==> config.mk <==
export PLATFORM = sky130hd
export DESIGN_NAME = mem_access_unit_flat
export DESIGN_NICKNAME = d
export VERILOG_FILES = /design/src/rtl/mau_pkg.sv /design/src/rtl/mau_if.sv /design/src/rtl/mau_lane_unit.sv /design/src/rtl/mem_access_unit.sv /design/src/flat_wrapper.sv
export SDC_FILE = /design/constraint.sdc
export NUM_CORES = 1
export LEC_CHECK = 0
export ABC_AREA = 0
export CAP_MARGIN = 30
export CORE_ASPECT_RATIO = 0.75
export CORE_MARGIN = 10
export CORE_UTILIZATION = 44
export DETAILED_ROUTE_END_ITERATION = 10
export MAX_ROUTING_LAYER = met4
export PLACE_DENSITY = 0.77
export SYNTH_ARGS = -nofsm -noshare
export SYNTH_HDL_FRONTEND = slang
export SYNTH_SLANG_ARGS = --single-unit
==> constraint.sdc <==
create_clock -name clk -period 2.22 [get_ports clk]
set_clock_uncertainty 0.05 [all_clocks]
set_input_delay 0.555 -clock clk [delete_from_list [all_inputs] [get_ports clk]]
set_output_delay 0.555 -clock clk [all_outputs]
set_load 0.02 [all_outputs]
==> src/rtl/mau_pkg.sv <==
// Shared types and helpers for the data-memory access unit (mem_access_unit).
// Optional build macro used by the top: MAU_UNALIGNED_TRAP_EN.
package mau_pkg;

  typedef enum logic [2:0] {
    LB  = 3'd0,
    LBU = 3'd1,
    LH  = 3'd2,
    LHU = 3'd3,
    LW  = 3'd4,
    SB  = 3'd5,
    SH  = 3'd6,
    SW  = 3'd7
  } mem_op_t;

  typedef enum logic [1:0] {
    IDLE,
    READ,
    WRITE,
    RESP
  } mau_state_t;

  localparam logic [31:0] BYTE_MASK = 32'h0000_00FF;
  localparam logic [31:0] HALF_MASK = 32'h0000_FFFF;

  function automatic logic is_half(input mem_op_t op);
    return op inside {LH, LHU, SH};
  endfunction

  function automatic logic is_word(input mem_op_t op);
    return op inside {LW, SW};
  endfunction

  function automatic logic is_store(input mem_op_t op);
    return op inside {SB, SH, SW};
  endfunction

endpackage

==> src/rtl/mau_if.sv <==
// Request/response handshake between the MEM pipeline stage (master) and the access unit (slave).
interface mau_if;
  import mau_pkg::*;

  logic        req_valid;
  logic        req_ready;
  mem_op_t     req_op;
  logic [31:0] req_addr;
  logic [31:0] req_wdata;
  logic        resp_valid;
  logic [31:0] resp_rdata;
  logic        resp_err;

  modport master (
    output req_valid, req_op, req_addr, req_wdata,
    input  req_ready, resp_valid, resp_rdata, resp_err
  );

  modport slave (
    input  req_valid, req_op, req_addr, req_wdata,
    output req_ready, resp_valid, resp_rdata, resp_err
  );
endinterface

==> src/rtl/mau_lane_unit.sv <==
// Combinational byte-lane logic: load extract/extend and sub-word store merge.
module mau_lane_unit
  import mau_pkg::*;
(
  input  mem_op_t     op,
  input  logic [1:0]  addr_lo,
  input  logic [31:0] rdata,
  input  logic [31:0] wdata,
  output logic [31:0] load_data,
  output logic [31:0] store_word
);

  logic [4:0]  shift;
  logic [31:0] lane;

  assign shift = {addr_lo, 3'b000};
  assign lane  = rdata >> shift;

  // NOTE: every output gets a default first so no path through the case infers a latch.
  always_comb begin
    load_data  = '0;
    store_word = rdata;
    unique case (op)
      LB:  load_data = {{24{lane[7]}}, lane[7:0]};
      LBU: load_data = lane & BYTE_MASK;
      LH:  load_data = {{16{lane[15]}}, lane[15:0]};
      LHU: load_data = lane & HALF_MASK;
      LW:  load_data = rdata;
      SB:  store_word = (rdata & ~(BYTE_MASK << shift)) | ((wdata & BYTE_MASK) << shift);
      SH:  store_word = (rdata & ~(HALF_MASK << shift)) | ((wdata & HALF_MASK) << shift);
      SW:  store_word = wdata;
    endcase
  end

endmodule

==> src/rtl/mem_access_unit.sv <==
// Initiator side of the data-memory interface: one request at a time, RMW for sub-word stores.
// Build macro MAU_UNALIGNED_TRAP_EN: defined -> misaligned accesses error; undefined -> force-aligned.
module mem_access_unit
  import mau_pkg::*;
#(
  parameter int DM_DEPTH = 256
) (
  input  logic        clk,
  input  logic        rst,
  mau_if.slave        bus,
  output logic [31:0] dm_addr,
  output logic [31:0] dm_wdata,
  output logic        dm_read,
  output logic        dm_write,
  input  logic [31:0] dm_rdata
);

  localparam logic [32:0] DM_LIMIT = 33'(DM_DEPTH * 4);

  mau_state_t  state;
  mem_op_t     op_q;
  logic [31:0] addr_q;
  logic [31:0] wdata_q;
  logic        ready_q;
  logic        resp_valid_q;
  logic [31:0] resp_rdata_q;
  logic        resp_err_q;
  logic        req_err;
  logic [31:0] eff_addr;
  logic [31:0] load_data;
  logic [31:0] store_word;

  assign bus.req_ready  = ready_q;
  assign bus.resp_valid = resp_valid_q;
  assign bus.resp_rdata = resp_rdata_q;
  assign bus.resp_err   = resp_err_q;

`ifdef MAU_UNALIGNED_TRAP_EN
  logic misaligned;
  assign misaligned = (is_half(bus.req_op) & bus.req_addr[0])
                    | (is_word(bus.req_op) & (|bus.req_addr[1:0]));
  assign req_err  = misaligned | ({1'b0, bus.req_addr} >= DM_LIMIT);
  assign eff_addr = bus.req_addr;
`else
  assign req_err = ({1'b0, bus.req_addr} >= DM_LIMIT);
  always_comb begin
    eff_addr = bus.req_addr;
    if (is_word(bus.req_op))      eff_addr[1:0] = 2'b00;
    else if (is_half(bus.req_op)) eff_addr[0]   = 1'b0;
  end
`endif

  mau_lane_unit u_lane (
    .op         (op_q),
    .addr_lo    (addr_q[1:0]),
    .rdata      (dm_rdata),
    .wdata      (wdata_q),
    .load_data  (load_data),
    .store_word (store_word)
  );

  // NOTE: state and registered outputs use non-blocking assignments so every reader sees pre-edge values.
  always_ff @(posedge clk) begin
    if (rst) begin
      state        <= IDLE;
      op_q         <= LB;
      addr_q       <= '0;
      wdata_q      <= '0;
      ready_q      <= 1'b1;
      dm_addr      <= '0;
      dm_wdata     <= '0;
      dm_read      <= 1'b0;
      dm_write     <= 1'b0;
      resp_valid_q <= 1'b0;
      resp_rdata_q <= '0;
      resp_err_q   <= 1'b0;
    end else begin
      unique case (state)
        IDLE: if (bus.req_valid) begin
          op_q    <= bus.req_op;
          addr_q  <= eff_addr;
          wdata_q <= bus.req_wdata;
          ready_q <= 1'b0;
          if (req_err) begin
            state        <= RESP;
            resp_valid_q <= 1'b1;
            resp_rdata_q <= '0;
            resp_err_q   <= 1'b1;
          end else if (bus.req_op == SW) begin
            state    <= WRITE;
            dm_write <= 1'b1;
            dm_addr  <= eff_addr;
            dm_wdata <= bus.req_wdata;
          end else begin
            state   <= READ;
            dm_read <= 1'b1;
            dm_addr <= eff_addr;
          end
        end
        READ: begin
          dm_read <= 1'b0;
          if (is_store(op_q)) begin
            // Sub-word store: the merged word is captured here and written next cycle.
            state    <= WRITE;
            dm_write <= 1'b1;
            dm_wdata <= store_word;
          end else begin
            state        <= RESP;
            dm_addr      <= '0;
            resp_valid_q <= 1'b1;
            resp_rdata_q <= load_data;
            resp_err_q   <= 1'b0;
          end
        end
        WRITE: begin
          state        <= RESP;
          dm_write     <= 1'b0;
          dm_wdata     <= '0;
          dm_addr      <= '0;
          resp_valid_q <= 1'b1;
          resp_rdata_q <= '0;
          resp_err_q   <= 1'b0;
        end
        RESP: begin
          state        <= IDLE;
          resp_valid_q <= 1'b0;
          ready_q      <= 1'b1;
        end
      endcase
    end
  end

endmodule

==> src/flat_wrapper.sv <==
// flat-port wrapper written by rule: the top's interface ports become plain ports
module mem_access_unit_flat import mau_pkg::*;
#(
  parameter int DM_DEPTH = 256
)
  (clk, rst, dm_addr, dm_wdata, dm_read, dm_write, dm_rdata, bus_req_valid, bus_req_op, bus_req_addr, bus_req_wdata, bus_req_ready, bus_resp_valid, bus_resp_rdata, bus_resp_err);
  mau_if bus_i ();
  input  logic clk;
  input  logic rst;
  output logic [31:0] dm_addr;
  output logic [31:0] dm_wdata;
  output logic dm_read;
  output logic dm_write;
  input  logic [31:0] dm_rdata;
  input wire logic [$bits(bus_i.req_valid)-1:0] bus_req_valid;
  input wire logic [$bits(bus_i.req_op)-1:0] bus_req_op;
  input wire logic [$bits(bus_i.req_addr)-1:0] bus_req_addr;
  input wire logic [$bits(bus_i.req_wdata)-1:0] bus_req_wdata;
  output wire logic [$bits(bus_i.req_ready)-1:0] bus_req_ready;
  output wire logic [$bits(bus_i.resp_valid)-1:0] bus_resp_valid;
  output wire logic [$bits(bus_i.resp_rdata)-1:0] bus_resp_rdata;
  output wire logic [$bits(bus_i.resp_err)-1:0] bus_resp_err;
  assign bus_i.req_valid = bus_req_valid;
  assign bus_i.req_op = bus_req_op;
  assign bus_i.req_addr = bus_req_addr;
  assign bus_i.req_wdata = bus_req_wdata;
  assign bus_req_ready = bus_i.req_ready;
  assign bus_resp_valid = bus_i.resp_valid;
  assign bus_resp_rdata = bus_i.resp_rdata;
  assign bus_resp_err = bus_i.resp_err;
  mem_access_unit #(.DM_DEPTH(DM_DEPTH)) u_core (.clk(clk), .rst(rst), .bus(bus_i), .dm_addr(dm_addr), .dm_wdata(dm_wdata), .dm_read(dm_read), .dm_write(dm_write), .dm_rdata(dm_rdata));
endmodule
# == After elaboration in Yosys (flattened, before gate mapping) ==
# Index checks and enable logic that the tools add are counted.
# W data, S select, Z words.
# totals
ff_bits,140
latchBits,0
mem_bits_rw,0
rom_bits,0
out_inout_bits,101
memories,0
# op_classes
addsub,0
n_mul,0
div_mod_pow,0
order_cmp,1
n_eq_ne,22
shift,5
muxes,40
n_bitwise,6
reduce_logical,15
# op_table
cell,count
$pmux W32 S3,4
$mux W32,10
$pmux W32 S5,1
$and A32 B32 Y32,2
$not A32 Y32,2
$or A32 B32 Y32,2
$ge A32 B11 Y1 const B,1
$shl A16 B5 Y32,1
$shl A16 B5 Y32 const A,1
$shl A8 B5 Y32,1
$shl A8 B5 Y32 const A,1
$shr A32 B5 Y16,1
$eq A3 B3 Y1 const B,7
$mux W1,16
$eq A3 B2 Y1 const B,4
$reduce_and A4 Y1,3
$reduce_bool A3 Y1,3
$ne A2 B2 Y1 const B,4
$pmux W2 S4,1
$mux W2,3
$ne A2 B1 Y1 const B,3
$pmux W1 S3,2
$reduce_bool A2 Y1,3
$reduce_and A5 Y1,1
other kinds (9),12

# == Depth between registers and ports, before layout ==
# Gate-level depths: netlist (run 1).
# logic_depth
depth_word,7
depth_mapped,10
ltp_nobuf,7

# == By module ==
# A second synthesis (run 1) with hierarchy kept.
# unflattened
cells_unflattened,883
area_unflattened_um2,7398.3
# by_module_without_submodules
mod,n_inst,cells_per_inst,area_each_um2
mem_access_unit,1,641,5728.0
mau_lane_unit,1,242,1670.4

# == Worst setup path before layout (run 1) ==
# OpenSTA, ideal clock, no wires.
# synth_timing
path_type,flip-flop to flip-flop
startpoint,register u_core.addr_q[0]
endpoint,register u_core.dm_wdata[16]
arrival_ns,2.055
t_required_ns,2.036
slack_ns,-0.019
stages_incl_launch_ff,11
period_less_slack_ns,2.239
path_cell_list,dfxtp_1 -> buf_2 -> buf_2 -> buf_4 -> inv_1 -> ha_1 -> inv_1 -> a222oi_1 -> nor2_1 -> a221oi_1 -> a211oi_1
# synth_via
elab_chain_cells,7
elab_cells_between_ends,13
# synth_lines
item,line,rtl
"start, declared",mem_access_unit.sv:22,logic [31:0] addr_q;
"start signal, assigned",mem_access_unit.sv:81,addr_q <= eff_addr;
$shl A16 B5 Y32 / $shl A8 B5 Y32 (equally long branches),"mau_lane_unit.sv:30, mau_lane_unit.sv:29",
"$not A32 Y32, on equally long branches","mau_lane_unit.sv:30, mau_lane_unit.sv:29",
"$and A32 B32 Y32, on equally long branches","mau_lane_unit.sv:30, mau_lane_unit.sv:29",
"$or A32 B32 Y32, on equally long branches","mau_lane_unit.sv:30, mau_lane_unit.sv:29",
$pmux W32 S3 (*),mau_lane_unit.sv:23,unique case (op)
$mux W32 (*),mem_access_unit.sv:102,if (is_store(op_q)) begin
$pmux W32 S3 (*),mem_access_unit.sv:78,unique case (state)
"end signal, assigned",mem_access_unit.sv:93,dm_wdata <= bus.req_wdata;
"end signal, assigned",mem_access_unit.sv:106,dm_wdata <= store_word;
"end, declared",mem_access_unit.sv:12,"output logic [31:0] dm_wdata,"
# Every way passes the cells marked *; elsewhere a longest branch is shown, timed or not. The select of a mux whose other input is x is not followed.
# A chain may end at the register's enable or synchronous reset.

# == Worst setup path after layout (run 1) ==
# layout_timing
startpoint,input port bus_req_addr[15]
endpoint,register u_core.dm_wdata[23]
# layout_via
elab_chain_cells,3
# layout_lines
item,line,rtl
"start, declared",flat_wrapper.sv:17,input wire logic [$bits(bus_i.req_addr)-1:0] bus_req_addr;
$ge A32 B11 Y1,mem_access_unit.sv:45,"assign req_err = ({1'b0, bus.req_addr} >= DM_LIMIT);"
$ne A2 B2 Y1 (no line),-,
$reduce_and A5 Y1 (no line),-,
# No other way between the ends.

==> impl_summary.md, run 1 <==
Timing
The worst path needs 2140 ps of the cycle, external delays included. The number of hold-slack violations in the final timing report is 0. The worst hold margin is 400 ps.

For the pin with the worst max-slew slack, the measured transition is 563 ps. The count of final max-slew check failures is 0. Based on the critical path, the design can be clocked at up to 466 MHz.

Measured against its own limit, the worst slew margin works out to 62.3%. The part of the cycle the worst path needs is 96.6%. Across all setup checks in the final design, the least slack found is 76.1 ps. Setup violations remaining at the end of the flow were counted as 0.

Critical path
The worst setup path is captured at a register. The data arrival at the endpoint of the critical path is 2380 ps. Walking the worst path, the cells encountered are dlygate4sd2_1 > nor4_2 > buf_4 > nand4_4 > o31ai_4 > and2_4 > buf_12 > bufbuf_16 > a211oi_1. The beginning of the worst register-to-register path is u_core.addr_q[0]. The peak fanout along the critical path is 8. The register-to-register path setup slack is 90 ps.

The worst path required time is 2450 ps. In this run the worst setup path begins at bus_req_addr[15]. The timing endpoint of the critical path is u_core.dm_wdata[23]. The critical path start-end classification is input port to register. The worst setup path is launched from an input port. For this design, the slowest cell found on the critical path is sky130_fd_sc_hd__nor4_2. For the worst flop-to-flop path, the logic depth is 7.

In this run the critical register-to-register path is captured at u_core.dm_wdata[27]. In this design, the stage delay of the slowest critical-path cell is 330 ps.

GRT
The first global-routing pass estimated 44100 µm of wire. The largest net degree at the start of global routing is 118. Global routing used 25.2% of the available tracks.

The number of global-route vias before repair is 7824. The total overflow reported by the global router is 0. The initial antenna violation count is 0.

Drt
The final antenna-violating net count is 0. The wire length per cell is 21.3 µm. The length of the first detailed-routing pass in iterations is 9. Using the TritonRoute via totals, the vias-per-cell ratio works out to 6.06.

The overall via count from detail_route is 8172. The total detailed-routing wirelength is 28700 µm. After the first detailed-routing iteration, the DRC count stood at 1082.

In the routed design, unresolved DRC markers number 0.

Logic synthesis
Synthesis inferred 140 register bits. The top cell type by area accounts for 37.8% of the synthesized area. Among all cell types in the netlist, the one instantiated most often is sky130_fd_sc_hd__nand2_1. For this run, the number of Yosys warnings is 0. The number of instances in the synthesized netlist is 897. The most common flop cell mapped by yosys is sky130_fd_sc_hd__dfxtp_1. Ranked by instance count, the synthesized netlist is headed by sky130_fd_sc_hd__nand2_1, sky130_fd_sc_hd__dfxtp_1, sky130_fd_sc_hd__a21oi_1. The synthesized area divided by synthesized cell count is 8.26 µm². The synthesized design spends more area on one cell type than any other, namely sky130_fd_sc_hd__dfxtp_1.

The share of synthesized registers carrying an async set or reset is 0%. In this run, distinct cell masters in the synthesized netlist total 62. The sequential share of the synthesized area is 37.8%. Sorting the synthesized cells by area gives the leading types as sky130_fd_sc_hd__dfxtp_1, sky130_fd_sc_hd__a21oi_1, sky130_fd_sc_hd__nand2_1. The number of synthesized flops with an enable pin is 0.

After synthesis the cells add up to 0.00741 mm². Counting every net in the synthesized netlist gives 1007.

Floorplan
The initial standard-cell utilization of the core is 45.5%. The height of the die is 132 µm. The area of the core is 0.0163 mm². The number of rows created at floorplan is 40. The overall die width is 170 µm. The die area is 0.0225 mm².

In this run the count of I/O pins placed on the die edge is 203.

Run status
The run finished with clean final reports.

Power
The maximum VDD drop is 0.000655 V. The leakage power of the design is 3.99 nW. The total power divided by cell area is 1280 mW/mm².

Placed design
The setup slack after placement is -576 ps. At the end of routability-driven placement, the weighted congestion stood at 0.994. Input and output buffers added on the ports amount to 202. The placed wire-length estimate is 20500 µm.

Clock network
The H-tree depth reported by CTS is 4. TritonCTS built the clock tree. Hold repair after CTS inserted 0 buffers. The number of buffers on the longest clock path is 2.

Counting the buffers created by CTS gives 17. For the worst-skew pair, the clock arrives at the later sink with an insertion delay of 430 ps. After clock tree synthesis, the clock-pin slew on the worst setup and hold paths is 60 ps. The root buffer cell is sky130_fd_sc_hd__clkbuf_16.

The clock net in this run drives a total of 140 sinks.

Final layout
In the final layout, the multi-input gates occupy 0.00421 mm². The filler cells instantiated in the layout total 1314. The final-stage net count is 1237. The number of antenna diodes in the final layout is 0.

Registers take 0.00280 mm². The post-route netlist has 14.5% of its cells at a drive strength greater than 1. The area growth from synthesis to layout is 47.4%.

Job
The number of max-cap violations is 0.

Min path
The class of the tightest hold or removal check is register to register.
==> critical path: cells and delay by family <==
family	cells	cell delay, ps
AND/OR/NAND/NOR	3	670
buffers and inverters	4	820
AO/OA/AOI/OAI	2	330
==> through the flow <==
step	TNS [ps]	cells	util, %	total power, mW	area (µm²)
floorplan	0	897	-	7.57	7410
global placement	-43890	1308	61.5	10.1	10000
detailed placement	-45590	1308	61.5	10.2	10000
CTS	0	1347	66.6	13.8	10800
global route	-2.26	1349	67.1	14.7	10900
finish	0	1349	67.1	13.9	10900
==> where the power goes <==
group	total [mW]	internal (mW)	switching, mW	leakage, nW
Sequential	3.72	3.23	0.492	1.15
Combinational	7.20	3.27	3.94	2.55
Clock	3.01	1.90	1.11	0.296
Total	13.9	8.40	5.54	3.99
==> logic make-up after synthesis <==
logic type / share of synthesized area [%]
adders and majority gates: 1.35
and+or+nand+nor: 18.2
xor gates and xnor gates: 0.118
buffers and inverters: 6.38
DFF: 37.8
muxes: 5.27
AOI/OAI and AO/OA: 30.8
==> placed cells by master (no fill, tap or decap), types with 3 or more instances in the layout <==
| master | n |
|---|---|
| sky130_fd_sc_hd__nor4_4 | 4 |
| sky130_fd_sc_hd__nand3_1 | 34 |
| sky130_fd_sc_hd__a221oi_1 | 37 |
| sky130_fd_sc_hd__clkdlybuf4s50_1 | 183 |
| sky130_fd_sc_hd__a311oi_1 | 3 |
| sky130_fd_sc_hd__clkinv_2 | 3 |
| sky130_fd_sc_hd__a22o_1 | 7 |
| sky130_fd_sc_hd__bufinv_16 | 4 |
| sky130_fd_sc_hd__nor2b_1 | 11 |
| sky130_fd_sc_hd__a22oi_1 | 12 |
| sky130_fd_sc_hd__nand4_1 | 11 |
| sky130_fd_sc_hd__buf_12 | 10 |
| sky130_fd_sc_hd__nor2_1 | 38 |
| sky130_fd_sc_hd__inv_1 | 9 |
| sky130_fd_sc_hd__dlygate4sd2_1 | 8 |
| sky130_fd_sc_hd__nand2_1 | 148 |
| sky130_fd_sc_hd__mux4_2 | 8 |
| sky130_fd_sc_hd__dlymetal6s2s_1 | 10 |
| sky130_fd_sc_hd__mux2i_1 | 21 |
| sky130_fd_sc_hd__buf_4 | 82 |
| sky130_fd_sc_hd__ha_1 | 7 |
| sky130_fd_sc_hd__a222oi_1 | 8 |
| sky130_fd_sc_hd__a211oi_1 | 20 |
| sky130_fd_sc_hd__clkbuf_16 | 17 |
| sky130_fd_sc_hd__a21oi_2 | 3 |
| sky130_fd_sc_hd__a21oi_1 | 134 |
| sky130_fd_sc_hd__o21ai_0 | 38 |
| sky130_fd_sc_hd__nand2b_1 | 14 |
| sky130_fd_sc_hd__dfxtp_1 | 140 |
| sky130_fd_sc_hd__o2bb2ai_1 | 49 |
| sky130_fd_sc_hd__a311o_1 | 8 |
==> timing repair <==
item | in CTS | in global routing
setup buffers | 5 | 2
cloned | 4 | 0
pin swaps | 11 | 26
setup endpoints to repair | 64 | 77
gates resized for setup | 21 | 21
==> sequential cells by signal (all words and copies together), names as in the netlist <==
signal and cells:
u_core.addr_q 2, u_core.bus.req_ready 1, u_core.bus.resp_err 1, u_core.bus.resp_rdata 32
u_core.bus.resp_valid 1, u_core.dm_addr 32, u_core.dm_read 1, u_core.dm_wdata 32
u_core.dm_write 1, u_core.op_q 3, u_core.state 2, u_core.wdata_q 32
==> final cells by class <==
class / instances / share of cell area (%)
multi-input cells: 659 / 38.6
well taps: 210 / 2.41
flip-flops and latches: 140 / 25.7
repair buffers: 299 / 27.3
clock inverters: 11 / 1.54
clock buffers: 20 / 4.09
inverters: 10 / 0.344
==> worst min path at each step <==
stage	startpoint	to	slack, ps	cells after the start
4_1_cts	u_core.dm_addr[27]	u_core.dm_addr[27]	400	2
5_1_grt	bus_req_addr[16]	u_core.dm_addr[16]	410	3
3_5_place_dp	u_core.dm_addr[27]	u_core.dm_addr[27]	390	2
2_1_floorplan	u_core.wdata_q[24]	u_core.wdata_q[24]	380	2
6_report	u_core.dm_addr[27]	u_core.dm_addr[27]	400	2
3_3_place_gp	u_core.dm_addr[31]	u_core.dm_addr[31]	390	2
==> metal layers <==
metal,part of all wire (%),track usage (%)
met1,42,32.8
met2,44,36.3
met5,0,-
met4,1.9,7.05
met3,12,8.50
Note: power is estimated with default switching activity, not from simulation.
==> inputs of run 2 (changes only) <==
SYNTH_HIERARCHICAL = 1   (was default)
==> run 2 against run 1 <==
  * Maximum frequency down 2.0%
  * Final cell count up 1.6%
  * Core utilization up 4.9 points
  * Final area up 7.3%
  * Via count up 1.4%
  * Clock power down 4%
  * Sequential share of layout area down 1.6 points
  * Highest routed layer unchanged
==> impl_summary.md, run 2 <==
Run status
The flow ran to the end, and the final reports show no timing, DRC or antenna violations.

Placed design
Routability-driven placement finished with a final weighted congestion of 0.999. The placed cell count is 1322. The setup slack after placement is -871 ps.

The HPWL after detailed placement is 20700 µm. Port buffering added 202 buffers.

Critical path
The register-to-register path setup slack is 30 ps. The beginning of the worst register-to-register path is u_core/addr_q[1]. The worst setup path is of the register to register kind. The peak fanout along the critical path is 8. Counting both buffers and inverters, the worst setup path holds a total of 2. The critical path depth in cells is 8.

The largest individual stage delay along the critical path comes from the cell sky130_fd_sc_hd__a2111oi_1. The critical path goes through inv_2 > buf_4 > ha_1 > nand2_1 > a21bo_2 > a221o_1 > a2111oi_1 > a211oi_1. In this run the worst setup path terminates at u_core/dm_wdata[8].

Data on the critical path is required at its endpoint by 2460 ps. The data arrival at the endpoint of the critical path is 2430 ps. The kind of end point of the critical path is a register. The critical path starts at u_core/addr_q[1]. Among cell families on the critical path, the largest total delay comes from compound AO/OA/AOI/OAI gates. The worst setup path is launched from a register. The capture point of the worst reg-to-reg path is u_core/dm_wdata[8]. In this design, the stage delay of the slowest critical-path cell is 450 ps. Measured in cells, the most critical reg-to-reg path has a length of 8.

Final layout
The most frequent standard cell in the layout excluding fill and tap cells is sky130_fd_sc_hd__clkdlybuf4s50_1. The multi-input combinational cells in the finished layout cover a total of 0.00461 mm². Excluding fillers, the count of instances in the completed layout stands at 1371. From synthesis to final layout, the design area changed by 58.3%. The fraction of layout instances using a drive strength above 1 is 21.8%. For this run, the post-layout net count is 1258. Leaving out fill and tap cells, the most frequent cells in the layout are sky130_fd_sc_hd__clkdlybuf4s50_1, sky130_fd_sc_hd__dfxtp_1, sky130_fd_sc_hd__a21oi_1.

Fill cells in the final layout number 1186. Summing all flip-flop and latch instances after layout gives 0.00282 mm².

Logic synthesis
The total standard cell area after synthesis is 0.00740 mm². Counting every net in the synthesized netlist gives 994. After synthesis, the mean cell area works out to 8.38 µm². In this run, distinct cell masters in the synthesized netlist total 66. After synthesis, the most frequently instantiated cells are sky130_fd_sc_hd__dfxtp_1, sky130_fd_sc_hd__a21oi_1, sky130_fd_sc_hd__nand2_1.

By instance count, the leading cell after synthesis is sky130_fd_sc_hd__dfxtp_1. In the synthesized netlist, the number of instances is 883. By area, the combinational part of the netlist is dominated by compound AO/OA/AOI/OAI gates. The share of synthesized registers carrying an async set or reset is 0%.

The multiplexer area fraction after synthesis is 1.52%. Summing the areas of all fa, ha and maj instances in the mapped netlist gives 1.66% of the synthesized area. Summing the areas of all xor and xnor instances in the mapped netlist gives 0.355% of the synthesized area. The most common flop cell mapped by yosys is sky130_fd_sc_hd__dfxtp_1. Summing the areas of all compound-gate instances in the mapped netlist gives 32.9% of the synthesized area. After synthesis, flip-flops and latches occupy 37.9% of the total area. After synthesis the netlist holds a flip-flop and latch count of 140. The top cell type by area accounts for 37.9% of the synthesized area. The cell type with the highest aggregate area in the netlist is sky130_fd_sc_hd__dfxtp_1. By area the synthesized netlist is led by sky130_fd_sc_hd__dfxtp_1, sky130_fd_sc_hd__a21oi_1, sky130_fd_sc_hd__a22o_1. During synthesis, Yosys emitted a total of 6 warnings. Summing the areas of all and, or, nand and nor instances in the mapped netlist gives 18.0% of the synthesized area. The synthesized design contains 0 enable-type register cells.

GRT
The global-route usage over all layers is 26.3%. The total overflow reported by the global router is 0. The first-pass GRT wire length is 45800 µm. The number of global-route vias before repair is 8027. Entering global routing, the biggest net connects 41 pins. The initial antenna violation count came to 1.

Timing
The max-slew headroom at the worst pin is 56.6%. The post-layout worst setup margin is 32.8 ps. The count of final max-slew check failures is 0.

At the pin with the least slew margin, the transition time is 649 ps. Setup violations remaining at the end of the flow were counted as 0. The final critical path takes up 98.5% of the cycle. Summed over all failing endpoints, the final setup total negative slack is 0 ps. Setup repair after global routing could not meet its margin everywhere. The post-route minimum period is 2190 ps. The number of hold-slack violations in the final timing report is 0. The maximum clock frequency is 457 MHz.

Floorplan
In this run the vertical extent of the chip is 132 µm. The number of rows created at floorplan is 40. The floorplan step defined a core boundary enclosing 0.0163 mm². The initial standard-cell utilization of the core is 45.5%. During I/O placement, the number of pins put on the boundary was 203. The overall die width is 170 µm.

The floorplan step defined a die boundary enclosing 0.0225 mm².

Drt
The overall via count from detail_route is 8288. The total DRC errors in the routed layout is 0. The first detailed-routing pass ran for 7 iterations. After detailed routing, the number of vias per cell comes to 6.05. Dividing the detail-routed wire length by the instance count gives 22.5 µm. The routed design has 30800 µm of wire. The initial DRC count is 932.

The final antenna-violating net count is 0.

Min path
The path class of the tightest hold or removal check is input port to register.

Power
Dividing total power by cell area gives a power density of 1230 mW/mm². The maximum VDD drop is 0.000811 V. The leakage power of the design is 4.31 nW.

Clock network
The clock-pin slew of the registers on the worst-case setup and hold paths is 60 ps. The H-tree depth reported by CTS is 4. The TritonCTS clock tree is done. For the worst-skew pair, the clock arrives at the later sink with an insertion delay of 420 ps. The number of buffers created by CTS is 17.

Counting every sink on the clock net gives 140. The cell sitting at the root of the clock tree is a sky130_fd_sc_hd__clkbuf_16. The number of buffers on the longest clock path is 2. The number of hold buffers added after cts is 0.

Job
The number of max-cap violations is 0.
==> run 2: changes by cell type after synthesis, sizes merged, moves of 33 or more <==
cell / previous run / this run
a22o: 7 / 56
inv: 9 / 42
a221oi: 38 / 0
o2bb2ai: 49 / 0
a21oi: 137 / 104
nand2: 150 / 99
==> run 2: area by class of cell <==
cell class / instances / area share, %
Timing Repair Buffer: 328 / 28.0
Inverter: 42 / 1.37
Antenna cell: 1 / 0.0214
Clock buffer: 22 / 4.05
Sequential cell: 140 / 24.0
Multi-Input combinational cell: 618 / 39.3
Tap cell: 210 / 2.24
Clock inverter: 10 / 0.972
==> run 2: how the worst min path moves through the flow <==
stage / startpoint / to / slack (ps) / cells past startpoint
2_1_floorplan: u_core/wdata_q[24] / u_core/wdata_q[24] / 390 / 2
6_report: bus_req_addr[25] / u_core/dm_addr[25] / 370 / 3
3_3_place_gp: u_core/dm_wdata[31] / u_core/dm_wdata[31] / 390 / 2
4_1_cts: bus_req_addr[25] / u_core/dm_addr[25] / 360 / 3
5_1_grt: bus_req_addr[25] / u_core/dm_addr[25] / 370 / 3
3_5_place_dp: u_core/dm_wdata[31] / u_core/dm_wdata[31] / 390 / 2
==> run 2: routing by layer <==
metal | up-vias | GRT usage, % | part of all wire, %
met5 | - | - | 0
met1 | 3961 | 32.5 | 41
met4 | 0 | 9.05 | 2.5
li1 | 3829 | - | -
met2 | 441 | 39.2 | 46
met3 | 57 | 9.01 | 11
==> run 2: cell families after synthesis <==
logic type / count (synthesis)
AO/OA/AOI/OAI: 354
XOR/XNOR: 3
buffers and inverters: 125
AND/OR/NAND/NOR: 240
flip-flops: 140
multiplexers: 11
adder cells (fa/ha/maj): 10
==> run 2: through the flow <==
step | hold slack (ps) | power (mW) | utilization [%] | cell area, µm²
4_1_cts | 357 | 14.0 | 70.2 | 11400
2_1_floorplan | 387 | 7.69 | - | 7640
6_report | 366 | 14.4 | 72.0 | 11700
5_1_grt | 368 | 15.1 | 72.0 | 11700
3_3_place_gp | 391 | 10.5 | 64.7 | 10500
3_5_place_dp | 393 | 10.6 | 64.7 | 10500
==> run 2: where the power goes <==
| group | leakage [nW] | switching, mW | internal (mW) |
|---|---|---|---|
| registers | 1.15 | 0.439 | 3.22 |
| logic | 2.87 | 4.36 | 3.55 |
| clock network | 0.290 | 1.13 | 1.74 |
| total | 4.31 | 5.93 | 8.51 |
==> run 2: tightest hold or removal path, stage by stage <==
cell and delay [ps]:
sky130_fd_sc_hd__buf_2 110, sky130_fd_sc_hd__nand4b_1 80, sky130_fd_sc_hd__a21oi_1 60
==> run 2: what timing repair did <==
action,in CTS,in global routing
setup buffers,7,5
endpoints found under the setup margin,96,96
gates resized for setup,62,42
pin swaps,11,12
cloned,4,1
